File: src/rtl/axi_lite_cmd_arbiter_pkg.sv
// Shared definitions for the AXI-Lite command arbiter.
// Holds the one-hot FSM state encoding and the default widths and
// watchdog limit shared with the command bridge.
package axi_lite_cmd_arbiter_pkg;

  localparam int ARB_ADDR_W_DEF  = 8;
  localparam int ARB_DATA_W_DEF  = 32;
  localparam int ARB_TIMEOUT_DEF = 1024;

  typedef enum logic [3:0] {
    ARB_IDLE  = 4'b0001,
    ARB_ISSUE = 4'b0010,
    ARB_WAIT  = 4'b0100,
    ARB_RESP  = 4'b1000
  } arb_state_t;

endpackage

File: src/rtl/axi_lite_cmd_arbiter_rr_arbiter.sv
// Combinational round-robin pick: the first asserted request at or after
// the pointer, wrapping modulo NUM_REQ.
module axi_lite_cmd_arbiter_rr_arbiter
  import axi_lite_cmd_arbiter_pkg::*;
#(
  parameter int NUM_REQ = 4,
  parameter int IDX_W   = $clog2(NUM_REQ)
) (
  input  logic [NUM_REQ-1:0] req,
  input  logic [IDX_W-1:0]   ptr,
  output logic [NUM_REQ-1:0] grant,
  output logic [IDX_W-1:0]   idx,
  output logic               any_req
);

  // Scan from the pointer upward and keep the first hit.
  always_comb begin
    int j;
    j       = 0;
    grant   = '0;
    idx     = '0;
    any_req = 1'b0;
    for (int k = 0; k < NUM_REQ; k++) begin
      j = int'(ptr) + k;
      if (j >= NUM_REQ) j = j - NUM_REQ;
      if (!any_req && req[j]) begin
        any_req  = 1'b1;
        grant[j] = 1'b1;
        idx      = IDX_W'(j);
      end
    end
  end

endmodule

File: src/rtl/axi_lite_cmd_arbiter.sv
// Round-robin arbiter sharing one command-to-AXI-Lite bridge among
// NUM_REQ register-access requesters, one transaction at a time.
// Optional WAIT watchdog: define AXI_LITE_CMD_ARB_TIMEOUT_EN.
module axi_lite_cmd_arbiter
  import axi_lite_cmd_arbiter_pkg::*;
#(
  parameter int NUM_REQ        = 4,
  parameter int ADDR_W         = ARB_ADDR_W_DEF,
  parameter int DATA_W         = ARB_DATA_W_DEF,
  parameter int TIMEOUT_CYCLES = ARB_TIMEOUT_DEF
) (
  input  logic                      sys_clk,
  input  logic                      reset_n,
  input  logic [NUM_REQ-1:0]        req_valid_in,
  input  logic [NUM_REQ-1:0]        req_wr_in,
  input  logic [NUM_REQ*ADDR_W-1:0] req_addr_in,
  input  logic [NUM_REQ*DATA_W-1:0] req_wdata_in,
  output logic [NUM_REQ-1:0]        req_done_out,
  output logic                      req_err_out,
  output logic [DATA_W-1:0]         rsp_rdata_out,
  output logic [NUM_REQ-1:0]        grant_out,
  output logic [ADDR_W-1:0]         bus_wr_addr_out,
  output logic [DATA_W-1:0]         bus_wr_data_out,
  output logic                      bus_wr_enable_out,
  input  logic                      bus_wr_done_in,
  input  logic                      bus_wr_busy_in,
  output logic [ADDR_W-1:0]         bus_rd_addr_out,
  output logic                      bus_rd_enable_out,
  input  logic [DATA_W-1:0]         bus_rd_data_in,
  input  logic                      bus_rd_done_in,
  input  logic                      bus_rd_busy_in
);

  localparam int IDX_W = $clog2(NUM_REQ);

  arb_state_t         state;
  logic [IDX_W-1:0]   rr_ptr;
  logic [IDX_W-1:0]   grant_idx;
  logic [IDX_W-1:0]   pick_idx;
  logic [IDX_W-1:0]   ptr_next;
  logic [NUM_REQ-1:0] pick_grant;
  logic               any_req;
  logic               rw;
  logic               issue_ok;
  logic               done_match;
  logic [ADDR_W-1:0]  addr_arr  [NUM_REQ];
  logic [DATA_W-1:0]  wdata_arr [NUM_REQ];

  for (genvar g = 0; g < NUM_REQ; g++) begin : g_unpack
    assign addr_arr[g]  = req_addr_in[g*ADDR_W +: ADDR_W];
    assign wdata_arr[g] = req_wdata_in[g*DATA_W +: DATA_W];
  end

  axi_lite_cmd_arbiter_rr_arbiter #(
    .NUM_REQ (NUM_REQ),
    .IDX_W   (IDX_W)
  ) u_rr_arbiter (
    .req     (req_valid_in),
    .ptr     (rr_ptr),
    .grant   (pick_grant),
    .idx     (pick_idx),
    .any_req (any_req)
  );

  // Only the busy/done pair matching the latched direction matters.
  assign issue_ok   = rw ? !bus_wr_busy_in : !bus_rd_busy_in;
  assign done_match = rw ? bus_wr_done_in : bus_rd_done_in;
  assign ptr_next   = (grant_idx == IDX_W'(NUM_REQ - 1)) ? '0 : grant_idx + 1'b1;

  // Strobes are high only in the ISSUE cycle the bridge is free, so each
  // transaction produces exactly one strobe.
  assign bus_wr_enable_out = (state == ARB_ISSUE) &&  rw && !bus_wr_busy_in;
  assign bus_rd_enable_out = (state == ARB_ISSUE) && !rw && !bus_rd_busy_in;

`ifdef AXI_LITE_CMD_ARB_TIMEOUT_EN
  logic [15:0] wait_cnt;
  logic        err_q;
  assign req_err_out = err_q;
`else
  // Without the watchdog a transaction can never fail; the comparison is a
  // constant zero that keeps the watchdog limit referenced.
  assign req_err_out = (TIMEOUT_CYCLES < 0);
`endif

  // Arbitration FSM: grant, issue one strobe, wait for completion, report.
  always_ff @(posedge sys_clk or negedge reset_n) begin
    if (!reset_n) begin
      state           <= ARB_IDLE;
      rr_ptr          <= '0;
      grant_idx       <= '0;
      grant_out       <= '0;
      rw              <= 1'b0;
      bus_wr_addr_out <= '0;
      bus_rd_addr_out <= '0;
      bus_wr_data_out <= '0;
      req_done_out    <= '0;
      rsp_rdata_out   <= '0;
`ifdef AXI_LITE_CMD_ARB_TIMEOUT_EN
      wait_cnt        <= '0;
      err_q           <= 1'b0;
`endif
    end else begin
      req_done_out <= '0;
`ifdef AXI_LITE_CMD_ARB_TIMEOUT_EN
      err_q        <= 1'b0;
`endif
      case (state)
        ARB_IDLE: begin
          if (any_req) begin
            grant_out       <= pick_grant;
            grant_idx       <= pick_idx;
            rw              <= req_wr_in[pick_idx];
            bus_wr_addr_out <= addr_arr[pick_idx];
            bus_rd_addr_out <= addr_arr[pick_idx];
            bus_wr_data_out <= wdata_arr[pick_idx];
            state           <= ARB_ISSUE;
          end
        end
        ARB_ISSUE: begin
          if (issue_ok) begin
            state <= ARB_WAIT;
`ifdef AXI_LITE_CMD_ARB_TIMEOUT_EN
            wait_cnt <= '0;
`endif
          end
        end
        ARB_WAIT: begin
          if (done_match) begin
            req_done_out  <= grant_out;
            rsp_rdata_out <= rw ? '0 : bus_rd_data_in;
            state         <= ARB_RESP;
`ifdef AXI_LITE_CMD_ARB_TIMEOUT_EN
          end else if (wait_cnt == 16'(TIMEOUT_CYCLES - 1)) begin
            req_done_out  <= grant_out;
            rsp_rdata_out <= '0;
            err_q         <= 1'b1;
            state         <= ARB_RESP;
          end else begin
            wait_cnt <= wait_cnt + 16'd1;
`endif
          end
        end
        ARB_RESP: begin
          grant_out <= '0;
          rr_ptr    <= ptr_next;
          state     <= ARB_IDLE;
        end
        default: state <= ARB_IDLE;
      endcase
    end
  end

endmodule

File: config.mk
export PLATFORM = sky130hd
export DESIGN_NAME = axi_lite_cmd_arbiter
export DESIGN_NICKNAME = d
export VERILOG_FILES = /design/src/rtl/axi_lite_cmd_arbiter_pkg.sv /design/src/rtl/axi_lite_cmd_arbiter_rr_arbiter.sv /design/src/rtl/axi_lite_cmd_arbiter.sv
export SDC_FILE = /design/constraint.sdc
export NUM_CORES = 1
export LEC_CHECK = 0
export ABC_AREA = 1
export CAP_MARGIN = 20
export CORE_MARGIN = 2
export CORE_UTILIZATION = 36
export DETAILED_ROUTE_END_ITERATION = 10
export MAX_ROUTING_LAYER = met4
export PLACE_DENSITY_LB_ADDON = 0.05
export SLEW_MARGIN = 20
export SYNTH_ARGS = -nofsm -noshare
export SYNTH_HDL_FRONTEND = slang
export SYNTH_SLANG_ARGS = --single-unit
File: constraint.sdc
create_clock -name sys_clk -period 2.2 [get_ports sys_clk]
set_input_delay 0.66 -clock sys_clk [delete_from_list [all_inputs] [get_ports sys_clk]]
set_output_delay 0.66 -clock sys_clk [all_outputs]
set_load 0.05 [all_outputs]
Word level (Yosys, flattened, before mapping). Cells that the tools add are included.

Register bits: 89. Input port bits: 206. Output and inout port bits: 91.

Add/subtract/negate cells: 8. Reductions and logical operators: 22. Bitwise operators: 4. Order comparisons: 14. Equal/unequal tests: 8. Mux-type cells: 56.

Operators by type and width (count): 32-bit two-way mux (7); 32-bit by 1-bit greater-or-equal comparator with 1-bit output (second input constant) (4); 32-bit by 4-bit < comparator with 1-bit output (second input constant) (4); 32-bit by 4-bit greater-or-equal comparator with 1-bit output (second input constant) (3); 32-bit by 4-bit subtractor with 32-bit output (second input constant) (3); 32-bit binary-select mux with 2-bit select (1); 4-bit two-way mux (10); 1-bit two-way mux (19); 8-bit binary-select mux with 2-bit select (1); 8-bit two-way mux (2); 4-bit bitwise OR (3); 4-bit case mux with 3 select lines (1); 1-bit logical AND (11); 1-bit binary-select mux with 2-bit select (5); 2-bit two-way mux (5); 1-bit demux with 2-bit select (4); 4-bit case mux with 2 select lines (1); 2-bit by 2-bit adder with 3-bit output (second input constant) (2); 1-bit zero test (6); 2-bit inequality test (second input constant) (3); 2-bit AND reduction (3); 4-bit by 1-bit equality test with 1-bit output (second input constant) (1); 4-bit by 2-bit equality test with 1-bit output (second input constant) (1); 4-bit by 3-bit equality test with 1-bit output (second input constant) (1); other kinds (11) (11).

Logic depth before layout (Yosys ltp). Gate-level depths: netlist (run 1).

Word-level depth: 19. Mapped depth: 17.

Modules after synthesis. Synthesis (run 1) repeated with hierarchy kept, for this count alone.

Cell total of the unflattened synthesis: 859. Area total of the unflattened synthesis: 5706.7 um^2.

Modules (own cells, without submodules): axi_lite_cmd_arbiter (times used 1, cells an instance 782, area each 5246.3 um^2); axi_lite_cmd_arbiter_rr_arbiter (times used 1, cells an instance 77, area each 460.4 um^2).

Least setup slack after synthesis (run 1). No wires, ideal clock.

Path kind: input-to-output. Start point: in bus_wr_busy_in. End point: out bus_wr_enable_out. Cell stages on the path: 1. Path buffers: 0. Arrival time: 1.736 ns. Path slack: -0.196 ns. Required time: 1.540 ns. Cells stage by stage: nor3_1.

Longest elaborated chain between the ends: 2.

Ends and longest elaborated chain: start: declaration (line axi_lite_cmd_arbiter.sv:26) `input logic bus_wr_busy_in,`; 1-bit zero test (line axi_lite_cmd_arbiter.sv:72) `assign bus_wr_enable_out = (state == ARB_ISSUE) && rw && !bus_wr_busy_in;`; 1-bit logical AND (line axi_lite_cmd_arbiter.sv:72); end: declaration (line axi_lite_cmd_arbiter.sv:24) `output logic bus_wr_enable_out,`.

Every way passes these cells.

Worst setup path after layout (run 1).
Start point: reg rsp_rdata_out[7]. End point: out rsp_rdata_out[7].

RTL lines: start: declaration (line axi_lite_cmd_arbiter.sv:20) `output logic [DATA_W-1:0] rsp_rdata_out,`; start signal: assignment (line axi_lite_cmd_arbiter.sv:130) `rsp_rdata_out <= rw ? '0 : bus_rd_data_in;`.

No word-level cell between the ends.

==> run summary, run 1 <==
The flow ran to the end, and the final reports show no timing, DRC or antenna violations. In this run the power density over the cells is 1560 nW/um^2. The floorplan row count came out at 45. After detailed routing, the total wire length is just over 20 mm.

The placed wire-length estimate after detailed placement came out at around 14 mm. The highest net fanout along the worst path is 2. The number of synthesized register bits is 89. The TritonCTS sink count came out at 89. The die covers between 15000 and 20000 um^2. The number of failing setup endpoints in the final timing report came out at 0. TritonCTS built the clock tree. The net count of the mapped netlist came out at 1013.

The synthesized instance count came out at ~800. Summing the sequential cell areas from Yosys gives 39.4% of the chip area. The dominant register cell in the synthesized netlist is sky130_fd_sc_hd__dfrtp_1. CTS placed an instance of sky130_fd_sc_hd__clkbuf_16 at the clock tree root. The tightest hold path in the finished design has a slack of 234 ps. The startpoint-to-endpoint class of the critical path is reg -> out. The average detailed-routed wire length per instance is roughly 15 um. Entering global routing, the biggest net connects 39 pins. The data arrival time of the critical path came out at around 1500 ps.

The internal reg-to-reg setup slack came out at around 27 ps. The via count of the first global-routing pass came to 6016. For the pin with the worst max-slew slack, the measured transition is around 540 ps. Setup repair after global routing could not meet its margin everywhere. The net count of the finished layout is around 1300. Yosys attributes the largest share of cell area to sky130_fd_sc_hd__dfrtp_1 (39%), sky130_fd_sc_hd__nand3_1 (16%), sky130_fd_sc_hd__nand2_1 (16%). The worst setup path is captured at an output port. The utilization after layout is 65.4%. The detailed router placed 6266 vias in this run. The number of H-tree levels came out at 3.

By count the netlist is led by sky130_fd_sc_hd__nand2_1 (235), sky130_fd_sc_hd__nand3_1 (177), sky130_fd_sc_hd__inv_1 (115). The worst-case vdd ir drop came out at 0.000875 V. The area growth from synthesis to layout is 76.8%.

The total power of the final layout is 0.0157 W. In the final layout, the share of cells above drive strength 1 is around a fifth. The wire length of the first global-routing pass is around 30 mm. In this run, synthesis inferred 0 flip-flops with an integrated enable. By instance count, the leading cell after synthesis is sky130_fd_sc_hd__nand2_1. The violation count after the first detailed-routing iteration is roughly 270. The total I/O pin count came out at 297. The overall routing resource usage is around a quarter.

The kind of cell with the highest combined delay along the critical path is buffers and inverters. The slowest stage of the critical path is the sky130_fd_sc_hd__clkdlybuf4s50_1 cell. For this run, asynchronously set or reset flops after synthesis account for between 90% and 100%. The count of max-cap constraint violations came out at 0. For this run, the number of Yosys warnings is 0. At the worst endpoint, the required time is 1540 ps. The shortest clock period the worst path allows after layout is between 2000 and 2500 ps. The worst slew slack as a fraction of its limit is about 64%.

On the worst path, the slowest cell contributes a delay of between 800 and 900 ps. After detailed routing, the number of remaining DRC violations is 0. The synthesized area per cell is 7.06 um^2. No sink is reached through more buffers than the 2 on the longest clock path.

Timing would allow up to 460 MHz. The synthesized netlist contains 36 unique library cells. From left edge to right edge, the die measures about 130 um.

The number of buffers and inverters on the critical path is 1. The first detailed-routing pass ran for 4 iterations. On the final layout, the worst clock skew is around 6.5 ps. The worst hold path belongs to the class in -> async. The summed instance area of the synthesized netlist is ~5700 um^2. The number of endpoints with negative hold slack in the final report came out at 0.

Walking the worst path, the cells encountered are clkdlybuf4s50_1. The number of hold buffers added after CTS came out at 0. Clock-pin slew was measured on the worst setup and hold paths at roughly 70 ps. The total overflow left after global routing is 0. The leakage dissipation came out at around 5.3 nW. The number of antenna violations at the first check in global routing is 0. The congestion estimate from routability-driven global placement came to roughly 0.8.

The antenna cell count came out at 0. STA classifies the critical path startpoint as a flop. The final cycle utilization of the critical path is 98.8%. The area of the placeable core came out at about 15000 um^2.

The area share of the leading cell type in the synthesized netlist is between 30% and 40%. The vertical die dimension came out at around 130 um. The count of input and output buffers came out at 295. The worst-skew pair later-pin latency came out at 350 ps.

The detail route stage leaves a number of antenna-violating nets equal to 0. The biggest area contributor in the post-synthesis netlist is sky130_fd_sc_hd__dfrtp_1. In the routed layout, each cell is associated on average with a via count of between 4 and 5. The max-slew violation count came out at 0.

For this configuration, the core starts out at a cell density of around 37%. The number of buffers added by the clock tree synthesis step is 9.
==> registers in the layout (all words and copies together) (netlist names) <==
register         flops
bus_wr_data_out     32
grant_idx            2
rr_ptr               2
rw                   1
grant_out            4
state                4
rsp_rdata_out       32
bus_rd_addr_out      8
req_done_out         4
==> cell families (layout without fill, tap and decap cells) <==
group,after synthesis,after routing,share of synthesized area [%]
adder cells (fa/ha/maj),5,5,1.10
AO/OA/AOI/OAI,22,22,2.59
other,1,1,0.0662
AND/OR/NAND/NOR,512,514,42.8
multiplexers,1,1,0.177
buffers and inverters,172,492,14.0
flip-flops,89,89,39.4
==> placed cells by master (no fill, tap or decap), types with 3 or more instances in the layout <==
master                            netlist  routed
sky130_fd_sc_hd__nand2_1              235     225
sky130_fd_sc_hd__clkdlybuf4s50_1        0     210
sky130_fd_sc_hd__nand3_1              177     136
sky130_fd_sc_hd__inv_1                115     113
sky130_fd_sc_hd__dfrtp_1               88      87
sky130_fd_sc_hd__buf_4                 12      74
sky130_fd_sc_hd__nand3_2                3      43
sky130_fd_sc_hd__or2_1                 26      26
sky130_fd_sc_hd__or2_0                 21      21
sky130_fd_sc_hd__dlymetal6s2s_1         0      21
sky130_fd_sc_hd__or2_4                  0      18
sky130_fd_sc_hd__dlygate4sd2_1          0      17
sky130_fd_sc_hd__buf_12                 0      14
sky130_fd_sc_hd__nand2_2               10      13
sky130_fd_sc_hd__clkbuf_16              0      13
sky130_fd_sc_hd__nor2_1                12      10
sky130_fd_sc_hd__nand2_4                2       7
sky130_fd_sc_hd__a21oi_1                7       7
sky130_fd_sc_hd__buf_6                 12       6
sky130_fd_sc_hd__inv_4                  0       5
sky130_fd_sc_hd__a22oi_1                4       4
sky130_fd_sc_hd__o22ai_1                4       4
sky130_fd_sc_hd__nand2_8                0       4
sky130_fd_sc_hd__ha_1                   5       4
sky130_fd_sc_hd__buf_16                 0       4
sky130_fd_sc_hd__inv_2                  5       3
sky130_fd_sc_hd__clkinv_1               4       3
==> per-layer routing <==
layer	vias up	routed length [um]	global-route usage (%)	part of all wire, %
met5	-	0	-	0
met1	2903	8330	29.9	41
met3	29	1270	4.91	6.3
li1	3122	-	-	-
met4	0	384	7.65	1.9
met2	212	10300	40.0	51
==> power by group <==
| part | leakage, nW | switching, W | internal (W) |
|---|---|---|---|
| Clock | 0.154 | 0.000733 | 0.000906 |
| Combinational | 4.01 | 0.00669 | 0.00461 |
| Sequential | 1.13 | 0.000411 | 0.00231 |
==> metrics by stage <==
| stage | setup slack, ps | TNS, ps | instances | instance area (um^2) |
|---|---|---|---|---|
| after floorplan | 30.9 | 0 | 802 | 5690 |
| after global placement | -409 | -17440 | 1302 | 8930 |
| after detailed placement | -472 | -18880 | 1302 | 8930 |
| after CTS | -10.9 | -44.5 | 1328 | 9500 |
| after global routing | -67.1 | -1460 | 1335 | 10000 |
| final | 27.2 | 0 | 1335 | 10000 |
==> worst paths after layout <==
kind / cells after the start / start / end
worst max-delay path: 1 / rsp_rdata_out[7] / rsp_rdata_out[7]
worst min-delay path: 1 / reset_n / bus_rd_addr_out[7]
min in group sys_clk: 2 / rsp_rdata_out[6] / rsp_rdata_out[6]
worst min register to register: 2 / rsp_rdata_out[6] / rsp_rdata_out[6]
max in group asynchronous: 2 / reset_n / state[0]
worst max register to register: 14 / rr_ptr[0] / bus_wr_data_out[2]
==> what timing repair did <==
action                     4_1_cts  5_1_grt
gates cloned                     7        4
setup buffers                    3        4
setup endpoints to repair       54       62
pin swaps                       11       18
gates resized for setup         37      105
==> layout make-up <==
cell class	instances	area (um^2)
clock buffer	9	225
clock inverter	7	83.8
fill	1395	5300
inverter	124	478
multi-input combinational	543	3060
sequential	89	2230
tap	211	264
timing repair buffer	352	3670
(Power assumes the default switching activity.)
==> run 2, diff against run 1 <==
--- a/constraint.sdc
+++ b/constraint.sdc
@@ -3,2 +3,2 @@
 set_output_delay 0.66 -clock sys_clk [all_outputs]
-set_load 0.05 [all_outputs]
+set_load 0.005 [all_outputs]
==> run 2 against run 1 <==
Against the previous run: the flow now finishes with violations (negative setup slack); sequential cell count stayed put; power shrank 1.6%; combinational power barely moved; sequential share of layout area fell by 1.5 points; setup slack worse by 170 ps; critical path depth increased by 16; first-iteration DRC count fell by 15%; wire length is 7.5% higher; clock power about the same; via count grew 3.0%; count of clock-buffer cells in the layout is the same; fmax down 7.2%; critical path type is now reg -> reg.
==> run summary, run 2 (synthesis results as in run 1) <==
Once detail routing completed, the nets flagged for antenna violations numbered 0. The switching part of the total is between 40 and 50%. The library cell used most frequently in the layout, excluding fill and tap cells, is sky130_fd_sc_hd__clkdlybuf4s50_1. The standard cell with the maximum stage delay on the critical path is sky130_fd_sc_hd__dfrtp_2. The final reports fail on negative setup slack. The TritonCTS sink count is 89. The fill cell total of the finished layout came out at around 1300. The wire length of the first global-routing pass came out at 33.1 mm. The number of endpoints with negative hold slack in the final report came out at 0. Entering global routing, the biggest net connects 36 pins.

The worst-skew pair later-pin latency is about 340 ps. On the final layout, the worst hold slack is 232 ps. The worst setup path is of the reg -> reg kind.

The final instance area came out at ~11000 um^2. The first-pass detailed-route iteration total came out at 4. The total I/O pin count is between 200 and 300. The number of antenna violations at the first check in global routing came out at 0. The overall overflow remaining after global route is 0. The max-slew violation count is 0.

The antenna cell count is 0. The cell family contributing the most delay on the critical path is simple AND/OR/NAND/NOR gates. The destination of the critical timing path is bus_wr_data_out[6].

The floorplan step set the die width to between 100 and 150 um. In this run the worst path has a maximum fanout of 8. The worst endpoint required time came out at approximately 2500 ps. The worst-case vdd ir drop came out at just over 0.0008 V. The number of buffers added by the clock tree synthesis step came out at 9.

TritonCTS built the clock tree. The violation count after the first detailed-routing iteration came out at around 230. In this run the static leakage power is between 5 and 6 nW.

Data on the critical path arrives at its endpoint at 2620 ps. The final sum of negative setup slack came out at -2240 ps. In this run the critical register-to-register path is captured at bus_wr_data_out[6]. In this run the number of H-tree levels came out at 3. The area of the die is around 17000 um^2.

The internal reg-to-reg setup slack is -140 ps. The detail-routed via count per cell came out at 4.73. The congestion estimate from routability-driven global placement came to 0.870. In the final routed layout, each cell accounts on average for 16.0 um.

STA classifies the critical path endpoint as a flop. The number of buffers on the longest clock path is 2. In the final layout, the registers with the most flip-flops are bus_wr_data_out (32), rsp_rdata_out (32), bus_rd_addr_out (8). The via count of the first global-routing pass came out at approximately 6500. The cell depth of the worst flop-to-flop path is 17. The combinational group share of total power is 71.8%.

From synthesis to final layout, the design area changed by 90.0%. Timing analysis after detailed placement gives a worst setup slack of -489 ps. The power share of the sequential group is 17.6%. The overall routing resource usage is 26.3%. The count of max-cap constraint violations came out at 0.

Buffers placed on the I/O ports in this run total approximately 300. The internal portion of total power is around 0.0090 W. Static timing analysis puts the maximum clock frequency at between 400 and 500 MHz. The path length in cells of the critical path came out at 17. The total placed instance area came out at about 9000 um^2. The worst setup skew after layout is about 4 ps.

The worst register-to-register path begins at rr_ptr[0]. The floorplan has between 40 and 50 rows. The setup slack after layout came out at -142 ps.

In this run the vertical extent of the chip is 129 um. The reported net switching power is 0.00638 W. The power share of the clock group is 10.6%. Setup violations remaining at the end of the flow were counted as 36. The starting density of the core is 37.0%.

The final cycle utilization of the critical path came out at 106%. The count of unresolved DRC violations after routing came out at 0. Together, buffers and inverters on the worst path number 7. Summed over all layers, the routed wires come to ~22 mm. The run finished, with violations left. The critical path starts at rr_ptr[0]. STA classifies the critical path startpoint as a flop. The number of hold buffers added after CTS is 0. In the layout the commonest cells are sky130_fd_sc_hd__clkdlybuf4s50_1 (288), sky130_fd_sc_hd__nand2_1 (218), sky130_fd_sc_hd__inv_1 (112). Setup repair after global routing could not meet its margin everywhere.

The largest stage delay on the critical path came out at roughly 430 ps. The share of layout cells above drive strength 1 came out at around 23%. The shortest clock period the worst path allows after layout came out at about 2300 ps. The net count of the finished layout came out at roughly 1400. In this run the clock root is driven by a sky130_fd_sc_hd__clkbuf_16. The critical path goes through inv_4 > ha_4 > inv_4 > nand3_2 > nand2_2 > inv_4 > buf_6 > nor2_4 > buf_6 > nand2_4 > nand3_4 > nand2_8 > buf_12 > nor2_8 > buf_8 > nand3_1 > nand3_2. The cell that appears most often on the critical path is sky130_fd_sc_hd__inv_4. The tightest min-delay check is of the in -> async type. The core region is ~15000 um^2. The final route contains roughly 6500 vias. The placed wire-length estimate after detailed placement came out at 14.3 mm. In this run the power density over the cells is approximately 1400 nW/um^2. The clock transition at the registers of the reported paths is about 70 ps.
-- run 2: cell count changes in the layout (fill, tap and decap cells not counted), sizes merged --
cell	change
inv	+1
clkinv	-1
buf	-11
dlymetal6s2s	-21
clkdlybuf4s50	+78
dlygate4sd2	-13
clkbuf	-3
bufbuf	-1
clkdlybuf4s15	+1
-- run 2: cell type report --
type	count	area (um^2)	area share [%]
repair buffers	382	4110	38.2
multi-input cells	543	3360	31.2
clock buffers	9	225	2.09
inverters	124	480	4.47
clock inverters	7	83.8	0.779
well taps	211	264	2.45
flip-flops and latches	89	2230	20.7
-- run 2: worst min path at each step --
stage                               end  slack [ps]  cells past startpoint
CTS                 bus_wr_data_out[22]         240                      1
detailed placement  bus_wr_data_out[28]         460                      2
finish              bus_wr_data_out[22]         230                      1
global placement       rsp_rdata_out[5]         460                      2
floorplan            bus_rd_addr_out[0]         360                      0
global route        bus_wr_data_out[22]         260                      1
-- run 2: power groups by stage --
stage	clock [W]	sequential, W	combinational, W
after global routing	0.00174	0.00278	0.0120
after detailed placement	0	0.00271	0.00739
final	0.00163	0.00271	0.0111
after CTS	0.00167	0.00270	0.0104
after floorplan	0	0.00273	0.00423
after global placement	0	0.00271	0.00731
-- run 2: per-layer routing --
| metal | vias to the layer above | part of all wire, % | global-route usage, % |
|---|---|---|---|
| met3 | 35 | 7.6 | 6.28 |
| met1 | 2997 | 38 | 30.8 |
| met2 | 238 | 51 | 44.4 |
| li1 | 3184 | - | - |
| met4 | 0 | 2.7 | 9.17 |
| met5 | - | 0 | - |
-- run 2: repair_timing --
item / 4_1_cts / 5_1_grt
cloned: 15 / 2
gates resized for setup: 100 / 103
pin swaps: 39 / 40
setup endpoints to repair: 34 / 48
buffers inserted: 37 / 3
-- run 2: metrics by stage --
stage | util [%] | total power [W] | cells
finish | 70.3 | 0.0154 | 1365
global placement | 59.0 | 0.0100 | 1303
floorplan | - | 0.00696 | 802
global route | 70.3 | 0.0165 | 1365
detailed placement | 59.0 | 0.0101 | 1303
CTS | 68.0 | 0.0148 | 1369
-- run 2: worst register-to-register path, cell delays in order (launching register included) --
cell and delay (ps):
sky130_fd_sc_hd__dfrtp_2 430, sky130_fd_sc_hd__inv_4 80, sky130_fd_sc_hd__ha_4 220, sky130_fd_sc_hd__inv_4 60, sky130_fd_sc_hd__nand3_2 70, sky130_fd_sc_hd__nand2_2 100, sky130_fd_sc_hd__inv_4 50, sky130_fd_sc_hd__buf_6 110
sky130_fd_sc_hd__nor2_4 120, sky130_fd_sc_hd__buf_6 130, sky130_fd_sc_hd__nand2_4 50, sky130_fd_sc_hd__nand3_4 90, sky130_fd_sc_hd__nand2_8 80, sky130_fd_sc_hd__buf_12 130, sky130_fd_sc_hd__nor2_8 170, sky130_fd_sc_hd__buf_8 180
sky130_fd_sc_hd__nand3_1 130, sky130_fd_sc_hd__nand3_2 90
==> run 3, diff against run 2 <==
- CORE_UTILIZATION: 36 -> 30
- CTS_CLUSTER_SIZE: default -> 14
==> run 3 against run 2 <==
Against the previous run: core utilization fell by 13 points; sequential share of layout area about the same; combinational power shrank 4%; clock power up 9%; largest cell class unchanged; power is 1.6% lower; wire length increased by 1.5%; the run still ends with negative setup slack left; first-iteration DRC count rose by 24%; via count is 0.12% lower.
==> run summary, run 3 (synthesis results as in run 1) <==
The flow ran to the end, but the final reports show violations. The final reports fail on negative setup slack. The total I/O pin count came out at around 300. The TritonCTS sink count came out at between 80 and 90. The clock transition at the registers of the reported paths came out at around 70 ps. The worst setup skew after layout is about 9 ps.

The setup slack after layout is -147 ps. The starting density of the core came out at between 30% and 40%. The share of layout cells above drive strength 1 is 22.2%. The shortest clock period the worst path allows after layout came out at 2350 ps. The floorplan die width is 141 um. For this design the static power due to leakage is between 5 and 6 nW.

The number of endpoints with negative hold slack in the final report came out at 0. The data arrival time of the critical path came out at roughly 2600 ps. The switching part of the total is between 40% and 50%.

Setup repair after global routing could not meet its margin everywhere. Detailed placement ended at an HPWL of 14.9 mm. The worst endpoint required time is about 2500 ps. Entering global routing, the biggest net connects 34 pins. The first-pass detailed-route iteration total came out at 5. In the layout the commonest cells are sky130_fd_sc_hd__clkdlybuf4s50_1 (288), sky130_fd_sc_hd__nand2_1 (231), sky130_fd_sc_hd__inv_1 (112). In the routed layout, each cell is associated on average with a via count of approximately 4.7. Port buffering added around 300 buffers. The area of the placeable core is around 19000 um^2. The CTS tree is yes. The highest net fanout along the worst path came out at 8. Dividing total power by cell area gives a power density of approximately 1400 nW/um^2. The type of element capturing the critical path is a flop. In this run, post-CTS hold repair placed 0 buffers. The violation count after the first detailed-routing iteration came out at between 200 and 300.

The via count of the first global-routing pass came out at approximately 6300. The final antenna-violating net count is 0. The combinational group share of total power is just over 70%.

The vertical die dimension is 141 um. The max-slew violation count was 0. The H-tree was split into 3 levels. The wire length of the first global-routing pass came out at around 34 mm. In the routed design, unresolved DRC markers number 0. STA classifies the critical path startpoint as a flop. The worst-case vdd ir drop is slightly above 0.0006 V. The area of the die is approximately 20000 um^2.

The initialized floorplan defines 50 standard-cell rows. The internal portion of total power came out at 0.00884 W. The number of buffers added by the clock tree synthesis step came out at 9. The final critical path takes up 107% of the cycle.

Clock latency on the worst-skew pair, taken at its later pin, is 350 ps. After detailed routing, the average wire length per cell comes to 16.0 um. The reported net switching power came out at about 0.0063 W. The total routed wirelength came out at 22.2 mm. The tightest min-delay check is of the in -> async type. The number of failing setup endpoints in the final timing report came out at 35. From synthesis to final layout, the design area changed by 89.9%.

The library cell used most frequently in the layout, excluding fill and tap cells, is sky130_fd_sc_hd__clkdlybuf4s50_1. The utilization after layout came out at roughly 58%. Based on the critical path, the design can be clocked at up to 426 MHz.

After routing the design area is 10800 um^2. Summed over all failing endpoints, the final setup total negative slack is -3490 ps. Summed over all layers, the global routing overflow is 0. The total placed instance area came out at between 9000 and 10000 um^2. The count of max-cap constraint violations came out at 0. The number of antenna violations at the first check in global routing came out at 2. The power share of the sequential group came out at between 10% and 20%. The clock passes through at most 2 buffers. The clock tree root driver cell is sky130_fd_sc_hd__clkbuf_16.

The startpoint-to-endpoint class of the critical path is reg -> reg. The total vias in the final route is approximately 6400. The net count of the finished layout is roughly 1400. Across every metal layer, demand over resource in global routing totals ~22%. The power share of the clock group came out at a little under an eighth. At the end of routability-driven placement, the weighted congestion stood at 0.836.

The largest registers in the layout are bus_wr_data_out (32), rsp_rdata_out (32), bus_rd_addr_out (8).
-- run 3: repair_timing --
action	CTS	global route
cloned	15	1
setup buffers	14	9
resized for setup	91	94
pin swaps	25	54
endpoints found under the setup margin	46	48
-- run 3: per-stage QoR --
stage               std cells  setup slack (ps)  total power, W  hold slack [ps]
finish                   1385              -147          0.0152              217
global route             1385              -249          0.0163              229
detailed placement       1329              -473          0.0101              464
floorplan                 802              31.3         0.00696              364
CTS                      1374             -73.3          0.0142              215
global placement         1329              -429          0.0101              462
-- run 3: critical path, stage by stage, from the launching register on --
cell and delay (ps):
sky130_fd_sc_hd__dfrtp_2 420, sky130_fd_sc_hd__inv_4 70, sky130_fd_sc_hd__ha_4 220, sky130_fd_sc_hd__inv_4 70, sky130_fd_sc_hd__nand3_4 70, sky130_fd_sc_hd__nand2_4 90
sky130_fd_sc_hd__inv_4 50, sky130_fd_sc_hd__buf_6 110, sky130_fd_sc_hd__nor2_4 140, sky130_fd_sc_hd__nand3_4 100, sky130_fd_sc_hd__inv_4 70, sky130_fd_sc_hd__nand2_4 50
sky130_fd_sc_hd__nand2_4 90, sky130_fd_sc_hd__buf_6 110, sky130_fd_sc_hd__inv_6 40, sky130_fd_sc_hd__nor2_8 200, sky130_fd_sc_hd__clkbuf_16 220, sky130_fd_sc_hd__nand3_2 90
sky130_fd_sc_hd__nand3_2 60
-- run 3: power groups by stage --
stage	registers [W]	logic (W)	clock network, W
2_1_floorplan	0.00273	0.00423	0
3_3_place_gp	0.00271	0.00735	0
3_5_place_dp	0.00270	0.00741	0
4_1_cts	0.00269	0.00964	0.00182
5_1_grt	0.00279	0.0116	0.00188
6_report	0.00270	0.0107	0.00177
-- run 3: layout make-up --
cell class	instances	area, um^2
Tap cell	234	293
Fill cell	1719	7890
Inverter	124	480
Clock buffer	9	225
Antenna cell	2	5.00
Timing Repair Buffer	377	4020
Multi-Input combinational cell	543	3400
Clock inverter	7	109
Sequential cell	89	2230
-- run 3: final timing paths --
| path | startpoint | cells after the start | to | slack [ps] |
|---|---|---|---|---|
| hold reg to reg | rsp_rdata_out[8] | 2 | rsp_rdata_out[8] | 480 |
| hold / removal | reset_n | 1 | bus_wr_data_out[22] | 220 |
| setup reg to reg | rr_ptr[0] | 18 | bus_wr_data_out[0] | -150 |
| setup / recovery | rr_ptr[0] | 18 | bus_wr_data_out[0] | -150 |
| max in group asynchronous | reset_n | 2 | rsp_rdata_out[16] | 1380 |
| min in group sys_clk | rsp_rdata_out[8] | 2 | rsp_rdata_out[8] | 480 |
-- run 3: metal layers --
| layer | share of wire [%] | vias to the layer above | global-route usage (%) |
|---|---|---|---|
| li1 | - | 3182 | - |
| met1 | 42 | 3031 | 27.2 |
| met2 | 50 | 198 | 37.3 |
| met3 | 5.4 | 35 | 4.39 |
| met4 | 2.3 | 0 | 7.21 |
| met5 | 0 | - | - |
